<file path="config.mk">
export PLATFORM = sky130hd
export DESIGN_NAME = demux_1to4_buf_flat
export DESIGN_NICKNAME = d
export VERILOG_FILES = /design/src/rtl/demux_1to4_buf_pkg.sv /design/src/rtl/demux_1to4_buf_if.sv /design/src/rtl/demux_slot.sv /design/src/rtl/demux_1to4_buf.sv /design/src/flat_wrapper.sv
export SDC_FILE = /design/constraint.sdc
export NUM_CORES = 1
export LEC_CHECK = 0
export CORE_ASPECT_RATIO = 1.2
export CORE_UTILIZATION = 45
export DETAILED_ROUTE_END_ITERATION = 10
export PLACE_DENSITY_LB_ADDON = 0.15
export SLEW_MARGIN = 0
export SYNTH_ARGS = -nofsm -noshare
export SYNTH_HDL_FRONTEND = slang
export SYNTH_HIERARCHICAL = 1
export SYNTH_SLANG_ARGS = --single-unit
export TNS_END_PERCENT = 100
</file>
<file path="constraint.sdc">
create_clock -name clk -period 1.41 [get_ports clk]
set_input_delay 0.282 -clock clk [delete_from_list [all_inputs] [get_ports clk]]
set_output_delay 0.282 -clock clk [all_outputs]
set_load 0.1 [all_outputs]
</file>
<file path="src/rtl/demux_1to4_buf_pkg.sv">
// Shared constants for the 1-to-4 buffered demultiplexer.
package demux_1to4_buf_pkg;
  localparam int NUM_CH = 4;
  localparam int SEL_W  = 2;
  localparam int CNT_W  = 16;

  localparam logic [SEL_W-1:0] CH0 = 2'd0;
  localparam logic [SEL_W-1:0] CH1 = 2'd1;
  localparam logic [SEL_W-1:0] CH2 = 2'd2;
  localparam logic [SEL_W-1:0] CH3 = 2'd3;
endpackage

</file>
<file path="src/rtl/demux_1to4_buf_if.sv">
// Producer-side and consumer-side handshake bundle for demux_1to4_buf.
interface demux_1to4_buf_if import demux_1to4_buf_pkg::*; #(
  parameter int WIDTH = 32
);
  logic [WIDTH-1:0]        in_data;
  logic [SEL_W-1:0]        in_sel;
  logic                    in_valid;
  logic                    in_ready;
  logic [NUM_CH*WIDTH-1:0] out_data;
  logic [NUM_CH-1:0]       out_valid;
  logic [NUM_CH-1:0]       out_ready;

  // master = testbench / surrounding logic, slave = the demux itself
  modport master (
    output in_data, in_sel, in_valid, out_ready,
    input  in_ready, out_data, out_valid
  );
  modport slave (
    input  in_data, in_sel, in_valid, out_ready,
    output in_ready, out_data, out_valid
  );
endinterface

</file>
<file path="src/rtl/demux_slot.sv">
// One-entry holding slot for a single output channel.
// Optional delivered-word counter under DEMUX_STATS_EN.
module demux_slot import demux_1to4_buf_pkg::*; #(
  parameter int WIDTH = 32
) (
  input  logic             clk,
  input  logic             rst,
  input  logic             load,
  input  logic [WIDTH-1:0] ld_data,
  input  logic             rdy,
  output logic             valid,
  output logic [WIDTH-1:0] data
`ifdef DEMUX_STATS_EN
  ,
  output logic [CNT_W-1:0] cnt
`endif
);
  logic             r_full;
  logic [WIDTH-1:0] r_data;
  logic             w_drain;

  assign w_drain = r_full & rdy;
  assign valid   = r_full;
  assign data    = r_data;

  // Load wins over drain so a same-cycle refill keeps the slot full (no bubble)
  always_ff @(posedge clk) begin
    if (rst) begin
      r_full <= 1'b0;
      r_data <= '0;
    end else if (load) begin
      r_full <= 1'b1;
      r_data <= ld_data;
    end else if (w_drain) begin
      r_full <= 1'b0;
    end
  end

`ifdef DEMUX_STATS_EN
  logic [CNT_W-1:0] r_cnt;
  assign cnt = r_cnt;

  // Count every delivered word; wraps naturally at the counter width
  always_ff @(posedge clk) begin
    if (rst)          r_cnt <= '0;
    else if (w_drain) r_cnt <= r_cnt + 1'b1;
  end
`endif
endmodule

</file>
<file path="src/rtl/demux_1to4_buf.sv">
// Registered 1-to-4 demux with per-channel one-entry buffering.
// Optional per-channel delivery counters: define DEMUX_STATS_EN.
module demux_1to4_buf import demux_1to4_buf_pkg::*; #(
  parameter int WIDTH = 32
) (
  input  logic clk,
  input  logic rst,
  demux_1to4_buf_if.slave bus
`ifdef DEMUX_STATS_EN
  ,
  output logic [NUM_CH*CNT_W-1:0] xfer_cnt
`endif
);
  logic [NUM_CH-1:0]            w_full;
  logic [NUM_CH-1:0]            w_load;
  logic [NUM_CH-1:0][WIDTH-1:0] w_data;
  logic                         w_acc;

  // Selected slot can take a word if empty or draining this cycle
  assign bus.in_ready  = ~w_full[bus.in_sel] | bus.out_ready[bus.in_sel];
  assign w_acc         = bus.in_valid & bus.in_ready;
  assign bus.out_valid = w_full;
  assign bus.out_data  = w_data;

`ifdef DEMUX_STATS_EN
  logic [NUM_CH-1:0][CNT_W-1:0] w_cnt;
  assign xfer_cnt = w_cnt;
`endif

  for (genvar k = 0; k < NUM_CH; k++) begin : g_ch
    assign w_load[k] = w_acc & (bus.in_sel == SEL_W'(k));

    demux_slot #(.WIDTH(WIDTH)) u_slot (
      .clk     (clk),
      .rst     (rst),
      .load    (w_load[k]),
      .ld_data (bus.in_data),
      .rdy     (bus.out_ready[k]),
      .valid   (w_full[k]),
      .data    (w_data[k])
`ifdef DEMUX_STATS_EN
      ,
      .cnt     (w_cnt[k])
`endif
    );
  end
endmodule
</file>
<file path="src/flat_wrapper.sv">
// flat-port wrapper written by rule: the top's interface ports become plain ports
module demux_1to4_buf_flat import demux_1to4_buf_pkg::*;
#(
  parameter int WIDTH = 32
)
  (clk, rst, bus_in_data, bus_in_sel, bus_in_valid, bus_out_ready, bus_in_ready, bus_out_data, bus_out_valid);
  demux_1to4_buf_if #(.WIDTH(WIDTH)) bus_i ();
  input  logic clk;
  input  logic rst;
  input wire logic [$bits(bus_i.in_data)-1:0] bus_in_data;
  input wire logic [$bits(bus_i.in_sel)-1:0] bus_in_sel;
  input wire logic [$bits(bus_i.in_valid)-1:0] bus_in_valid;
  input wire logic [$bits(bus_i.out_ready)-1:0] bus_out_ready;
  output wire logic [$bits(bus_i.in_ready)-1:0] bus_in_ready;
  output wire logic [$bits(bus_i.out_data)-1:0] bus_out_data;
  output wire logic [$bits(bus_i.out_valid)-1:0] bus_out_valid;
  assign bus_i.in_data = bus_in_data;
  assign bus_i.in_sel = bus_in_sel;
  assign bus_i.in_valid = bus_in_valid;
  assign bus_i.out_ready = bus_out_ready;
  assign bus_in_ready = bus_i.in_ready;
  assign bus_out_data = bus_i.out_data;
  assign bus_out_valid = bus_i.out_valid;
  demux_1to4_buf #(.WIDTH(WIDTH)) u_core (.clk(clk), .rst(rst), .bus(bus_i));
endmodule
</file>
# ---- Word level (Yosys, flattened, before mapping)
# Index checks and enable logic that the tools add are counted.
dict set report op_classes {
  n_lt_le_gt_ge 1
  eq_ne 3
  mux 12
  bitwise 11
  reduce_logical 5
}
# operator count
set op_table {}
lappend op_table {{$mux W1} 10}
lappend op_table {{$and A1 B1 Y1} 9}
lappend op_table {{$reduce_bool A2 Y1} 4}
lappend op_table {{$bmux W1 S2} 2}
lappend op_table {{$eq A2 B2 Y1 const B} 2}
lappend op_table {{$lt A2 B3 Y1 const B} 1}
lappend op_table {{$eq A2 B1 Y1 const B} 1}
lappend op_table {{$logic_not A2 Y1} 1}
lappend op_table {{$not A1 Y1} 1}
lappend op_table {{$or A1 B1 Y1} 1}
dict set report word_totals {
  regBits 132
  inputBits 41
  out_inout_bits 133
  wordCells 40
}

# ---- Depth between registers and ports, before layout
# Gate-level depths: netlist (run 1).
dict set report logic_depth {
  depth_word 7
  mapped_depth 6
  depth_no_buf 4
}

# ---- Modules after synthesis
# Netlist (run 1), hierarchy kept.
# module instances cells_each area_per_inst_um2 seq_area_each_um2
set modules_own_cells {}
lappend modules_own_cells {demux_slot 4 108 1204.9 660.6}
lappend modules_own_cells {demux_1to4_buf 1 9 101.3 0.0}

# ---- Worst setup path after synthesis (run 1)
# OpenSTA, ideal clock, no wires.
dict set report synth_path {
  path_kind {flip-flop to output port}
  from {reg u_core.g_ch[0].u_slot.r_full}
  to {out bus_in_ready}
  t_arrival_ns 1.823
  required_ns 1.128
  setup_slack_ns -0.695
  stages_incl_launch_ff 3
  n_path_buf 0
  path_cell_list {dfxtp_1 nand2b_1 mux4_2}
}
dict set report synth_between {
  elab_chain_cells 4
}
# element line_no
set synth_lines {}
lappend synth_lines {{from (decl)} demux_slot.sv:18} ;# logic r_full;
lappend synth_lines {{from (signal assigned)} demux_slot.sv:29} ;# r_full <= 1'b0;
lappend synth_lines {{from (signal assigned)} demux_slot.sv:32} ;# r_full <= 1'b1;
lappend synth_lines {{from (signal assigned)} demux_slot.sv:35} ;# r_full <= 1'b0;
lappend synth_lines {{$bmux W1 S2} demux_1to4_buf.sv:20} ;# assign bus.in_ready = ~w_full[bus.in_sel] | bus.out_ready[bus.in_sel];
lappend synth_lines {{$mux W1 (not written as such)} demux_1to4_buf.sv:20}
lappend synth_lines {{$not A1 Y1} demux_1to4_buf.sv:20}
lappend synth_lines {{$or A1 B1 Y1} demux_1to4_buf.sv:20}
lappend synth_lines {{to (decl)} flat_wrapper.sv:14} ;# output wire logic [$bits(bus_i.in_ready)-1:0] bus_in_ready;
# No other way between the ends. The select of a mux whose other input is x is not followed.

# ---- Worst setup path after layout (run 1)
dict set report layout_path {
  from {reg u_core.g_ch[3].u_slot.r_full}
  to {out bus_in_ready}
}
dict set report layout_between {
  elab_chain_cells 4
}
# element line_no
set layout_lines {}
lappend layout_lines {{from (decl)} demux_slot.sv:18}
lappend layout_lines {{from (signal assigned)} demux_slot.sv:29}
lappend layout_lines {{from (signal assigned)} demux_slot.sv:32}
lappend layout_lines {{from (signal assigned)} demux_slot.sv:35}
lappend layout_lines {{$bmux W1 S2} demux_1to4_buf.sv:20}
lappend layout_lines {{$mux W1 (not written as such)} demux_1to4_buf.sv:20}
lappend layout_lines {{$not A1 Y1} demux_1to4_buf.sv:20}
lappend layout_lines {{$or A1 B1 Y1} demux_1to4_buf.sv:20}
# No other way between the ends. The select of a mux whose other input is x is not followed.

==> metrics, run 1 <==
run status=finished with violations; failing checks=setup timing; number of antenna violations at the first check in global routing=0; RSZ-0062 raised after global routing=true; grt ovf=0; fin crit share=126%; setup TNS=-1190 ps; Syn. warnings=6; Global Route Usage Sum=25.6%; DRT iter0 DRCs=186; number of distinct library cells after synthesis=15; Synth area leader=dfxtp_1; Reg clk slew, reported paths=50 ps; Synth top cells by count=dfxtp_1, mux2i_1, nor2_1, buf_12; CTS Sinks=132; drt pass-1 iters=4; Max-Cap Viols=0; Fmax=561 MHz; largest net degree at the start of global routing=95; port bufs=173; Cell Count, Final, Fillers Out=775; Synth Cell Area=4920 um2; die width=97.5 um; Nets=674; CP arrival=1500 ps; starting density of the core=46.6%; Worst Tran Pin Value=443 ps; RD Place Congestion=0.725; WL final=15.3 mm; wl on met1=5.56 mm; layout cells sized above 1=34.1%; # fillers=523; syn_area_per_cell=11.2 um2; WL met2=8.21 mm; Final setup viols=21; met3 wire len=1.04 mm; Max Slew Vio Count=0; routed length per instance=19.8 um; first-pass GRT wire length=22.0 mm; Placeable Area=10600 um2; Post-synth EDFFs=0; top post-synthesis cells by area=dfxtp_1, mux2i_1, nor2_1; startpoint types=flip-flop; Max VDD drop=0.000865 V; CTS Buf Count=17; Syn Nets=482; row count=41; Cells after Synth=441; Routed Antenna Nets=0; P&R area growth vs syn=84.2%; Post-synth top flop=dfxtp_1; leak pwr=3.51 nW; critical-path maximum fanout=2; final worst slack=-373 ps; critical path class=reg -> out; FFs w/ async S/R, synth=0%; FF+latch count, synth=132; power per cell area=1210 nW/um2; via count=3957; Die H=117 um; number of vias per cell=5.11; post-synth top area share=53.7%; CP Capture Type=output pin; die area=11400 um2; most numerous cell in the Yosys netlist=dfxtp_1; root buf cell=clkbuf_16; hold buffers post-CTS=0; CTS max path bufs=2; # H-tree levels=4; Layout Skew=10.9 ps; highest routed layer=met4; IO Pins=174; CTS tree=built; Clk Latency, worst-skew pair=410 ps; Worst Hold Class=in -> reg; dpl cells=726; Residual DRC=0; max_slew headroom=70.4%; hpwl dp=8.81 mm; diode count=0; CP required=1130 ps; vias in the first global route=4023; Hold Fails Final Rpt=0; sequential share of the synthesized area=53.7%; Final min period=1780 ps
==> stage by stage <==
step	instance area, um2	setup slack (ps)	util, %	hold slack (ps)	total power, mW
finish	9060	-373	85.8	273	10.9
global route	9060	-404	85.8	278	11.2
CTS	8940	-389	84.6	263	10.9
detailed placement	8030	-547	76.0	542	6.15
global placement	8030	-505	76.0	533	6.12
floorplan	4940	-220	-	429	5.33
==> final timing paths <==
| path | startpoint | to | slack (ps) | cells past startpoint |
|---|---|---|---|---|
| hold reg to reg | u_core/g_ch[1].u_slot/data[10] | u_core/g_ch[1].u_slot/data[10] | 550 | 2 |
| hold / removal | bus_out_ready[3] | u_core/g_ch[3].u_slot/valid | 270 | 3 |
| setup / recovery | u_core/g_ch[3].u_slot/valid | bus_in_ready | -370 | 3 |
| setup reg to reg | u_core/g_ch[0].u_slot/valid | u_core/g_ch[0].u_slot/data[2] | -90 | 7 |
==> sequential cells by signal, summed over array words and instances, names as in the netlist <==
register / flops
u_core/g_ch.u_slot/data: 128
u_core/g_ch.u_slot/valid: 4
==> cell usage in the layout (no fill, tap or decap) <==
master           count
nand2b_4             4
and4_4               1
mux2i_2              3
mux4_2               1
clkbuf_1             1
a21oi_2              1
nor2_1             128
and4b_4              1
clkbuf_16           18
bufinv_16            4
buf_12             143
buf_16               5
inv_4                1
mux2i_1            119
clkinvlp_4           2
dfxtp_1            128
inv_1                4
buf_4               13
clkbuf_8             3
clkinv_4             2
inv_6                1
dlygate4sd2_1        7
nor4bb_4             1
a21oi_1              3
mux2i_4              6
clkinv_2             1
and4b_2              1
nand2b_1             4
clkdlybuf4s50_1     32
dfxtp_4              4
buf_6                4
==> cells by family (layout without fill, tap and decap cells) <==
| kind of cell | count (synthesis) | count (layout) | synth area share (%) |
|---|---|---|---|
| DFF | 132 | 132 | 53.7 |
| and+or+nand+nor | 140 | 140 | 11.9 |
| muxes | 129 | 129 | 26.5 |
| buffers and inverters | 36 | 241 | 7.53 |
| AOI/OAI and AO/OA | 4 | 4 | 0.407 |
==> report_power, final <==
group          internal (mW)  total, mW  switching [mW]
clock network           3.11       4.73            1.62
logic                  0.850       2.21            1.36
registers               3.86       4.00           0.145
==> worst max-delay path, cell delays in order, from the launching register on <==
cell,delay [ps]
dfxtp_4,360
nand2b_4,50
mux4_2,500
buf_12,190
==> area by class of cell <==
class                      instances  area, um2  share of cell area, %
clock buffer                      21        470                   5.19
clock inverter                    11        173                   1.91
inverter                           4       15.0                  0.166
multi-input combinational        273       2040                   22.5
sequential                       132       2660                   29.3
tap                              129        161                   1.78
timing repair buffer             205       3550                   39.2
==> per-layer routing <==
layer	vias up	track usage, %
li1	1852	-
met1	1922	26.0
met2	151	47.1
met3	32	8.74
met4	0	12.5
met5	-	0
==> repair_timing <==
item	CTS	global route
setup buffers	4	7
gates cloned	7	1
gates resized for setup	22	22
setup endpoints to repair	89	73
pin swaps	2	5
No activity file was read; power rests on OpenSTA's default activity.
==> run 2: changes to the inputs <==
- clock period: 1.41 -> 1.9 ns (I/O delays scaled with it)
==> run 2 against run 1 <==
  * The run now ends clean
  * Core utilization fell by 18 points
  * Via count decreased by 8.4%
  * Power decreased by 28%
  * Sequential share of layout area grew 8.0 points
  * Hold slack better by 100 ps
  * Critical endpoint unchanged
==> metrics, run 2 (same netlist as run 1, synthesis figures left out) <==
# fillers=829 (was 523); Max-Cap Viols=0 (unchanged); RSZ-0062 raised after global routing=true (unchanged); dpl cells=722 (was 726); critical path cell sequence=nand2b_4, mux4_2, buf_12 (unchanged); CTS Sinks=132 (unchanged); hold buffers post-CTS=0 (unchanged); routed length per instance=15.1 um (was 19.8 um); DRT iter0 DRCs=142 (was 186); IO Pins=174 (unchanged); run status=finished clean (was finished with violations); number of vias per cell=4.79 (was 5.11); worst hold path depth=3 (unchanged); Max Slew Vio Count=0 (unchanged); P&R area growth vs syn=44.5% (was 84.2%); fin crit share=98.8%; CTS tree=built (unchanged); max_slew headroom=79.8% (was 70.4%); hold endpoint=u_core/g_ch[0].u_slot/valid (was u_core/g_ch[3].u_slot/valid); most common cell after layout, fill and taps aside=buf_4 (was buf_12); layout cells sized above 1=30.7% (was 34.1%); Hold Path Origin=bus_out_ready[0] (was bus_out_ready[3]); starting density of the core=46.6% (unchanged); critical-path maximum fanout=2 (unchanged); CP required=1520 ps (was 1130 ps); grt ovf=0 (unchanged); startpoint types=flip-flop (unchanged); Layout Skew=4.21 ps (was 10.9 ps); R2R cell count=5 (was 7); Fmax=533 MHz; CP arrival=1500 ps (about the same); Residual DRC=0 (unchanged); die area=11400 um2 (unchanged); # H-tree levels=4 (unchanged); Placeable Area=10600 um2 (unchanged); Nets=656 (was 674); CTS Buf Count=17 (unchanged); hpwl dp=7.58 mm (was 8.81 mm); number of antenna violations at the first check in global routing=0 (unchanged); drt pass-1 iters=4 (unchanged); Reg clk slew, reported paths=60 ps (was 50 ps); most frequent cells in the layout=buf_4, mux2i_1, nor2_1, dfxtp_1, clkdlybuf4s50_1 (was buf_12, nor2_1, dfxtp_1); Worst Tran Pin Value=303 ps (was 443 ps); row count=41 (unchanged); first-pass GRT wire length=17.9 mm (was 22.0 mm); Final setup viols=0 (was 21); Clk Latency, worst-skew pair=400 ps (was 410 ps); Die H=117 um (unchanged); diode count=0 (unchanged); critical path class=reg -> out (unchanged); CP Capture Type=output pin (unchanged); via count=3625 (was 3957); CP max stage cell=mux4_2 (unchanged); Max VDD drop=0.000718 V (was 0.000865 V); Hold Fails Final Rpt=0 (unchanged); WHS=377 ps (was 273 ps); Routed Antenna Nets=0 (unchanged); CTS max path bufs=2 (unchanged); r2r endpoint=u_core/g_ch[0].u_slot/data[31] (was u_core/g_ch[0].u_slot/data[2]); Crit. Startpoint=u_core/g_ch[1].u_slot/valid (was u_core/g_ch[3].u_slot/valid); power per cell area=1110 nW/um2 (was 1210 nW/um2); Largest stage delay, worst path=490 ps (was 500 ps); max FFs per register=128 (unchanged); Final min period=1880 ps; leak pwr=3.00 nW (was 3.51 nW); total power=7.92 mW (was 10.9 mW); root buf cell=clkbuf_16 (unchanged); port bufs=173 (unchanged); setup TNS=0 ps (was -1190 ps); Worst Hold Class=in -> reg (unchanged); R2R setup slack=530 ps (was -90 ps); die width=97.5 um (unchanged); largest net degree at the start of global routing=70 (was 95); Cell Count, Final, Fillers Out=757 (was 775); Global Route Usage Sum=20.3% (was 25.6%); RD Place Congestion=0.708 (was 0.725); Critical R2R Launch=u_core/g_ch[0].u_slot/valid (unchanged); vias in the first global route=3483 (was 4023); Final Core Density=67.3% (was 85.8%); WL final=11.4 mm (was 15.3 mm)
[run 2: cell count changes in the layout (fill, tap and decap cells not counted), sizes merged]
cell / delta
dlygate4sd2: -1
bufinv: +2
inv: -2
clkdlybuf4s50: +1
buf: -17
clkinvlp: +2
clkbuf: -3
[run 2: cell type report]
type,count,area (um2),area share (%)
inverters,4,15.0,0.211
well taps,129,161,2.27
flip-flops and latches,132,2650,37.3
clock buffers,19,453,6.37
clock inverters,13,229,3.22
repair buffers,187,1660,23.3
multi-input cells,273,1940,27.3
[run 2: metrics by stage]
stage / instance area [um2] / setup slack (ps)
final: 7110 / 23.0
after floorplan: 4930 / 19.5
after CTS: 7110 / 1.86
after global routing: 7110 / -22.6
after global placement: 6390 / -131
after detailed placement: 6390 / -170
[run 2: power breakdown]
part	switching, mW	internal [mW]	leakage, nW
Clock	1.18	2.53	0.321
Combinational	0.952	0.350	1.60
Sequential	0.0533	2.86	1.08
Total	2.18	5.74	3.00
[run 2: timing repair]
action | 4_1_cts | 5_1_grt
buffers inserted | 3 | 0
cloned | 0 | 0
gates resized for setup | 10 | 0
endpoints found under the setup margin | 1 | 1
[run 2: per-layer routing]
metal	track usage, %	up-vias	share of wire (%)
li1	-	1807	-
met5	0	-	0
met1	24.2	1686	42
met4	9.61	0	1.3
met3	6.76	12	6.8
met2	33.4	120	50
[run 2: critical path: cells and delay by family (launching register included)]
kind | cells | cell delay (ps)
buffers and inverters | 1 | 190
flip-flops | 1 | 360
multiplexers | 1 | 490
AND/OR/NAND/NOR | 1 | 50
[run 2: worst max-delay path by stage]
stage,endpoint,cells past startpoint
floorplan,bus_in_ready,2
global placement,u_core/g_ch[0].u_slot/data[15],6
detailed placement,u_core/g_ch[0].u_slot/data[16],6
CTS,bus_in_ready,3
global route,bus_in_ready,3
finish,bus_in_ready,3
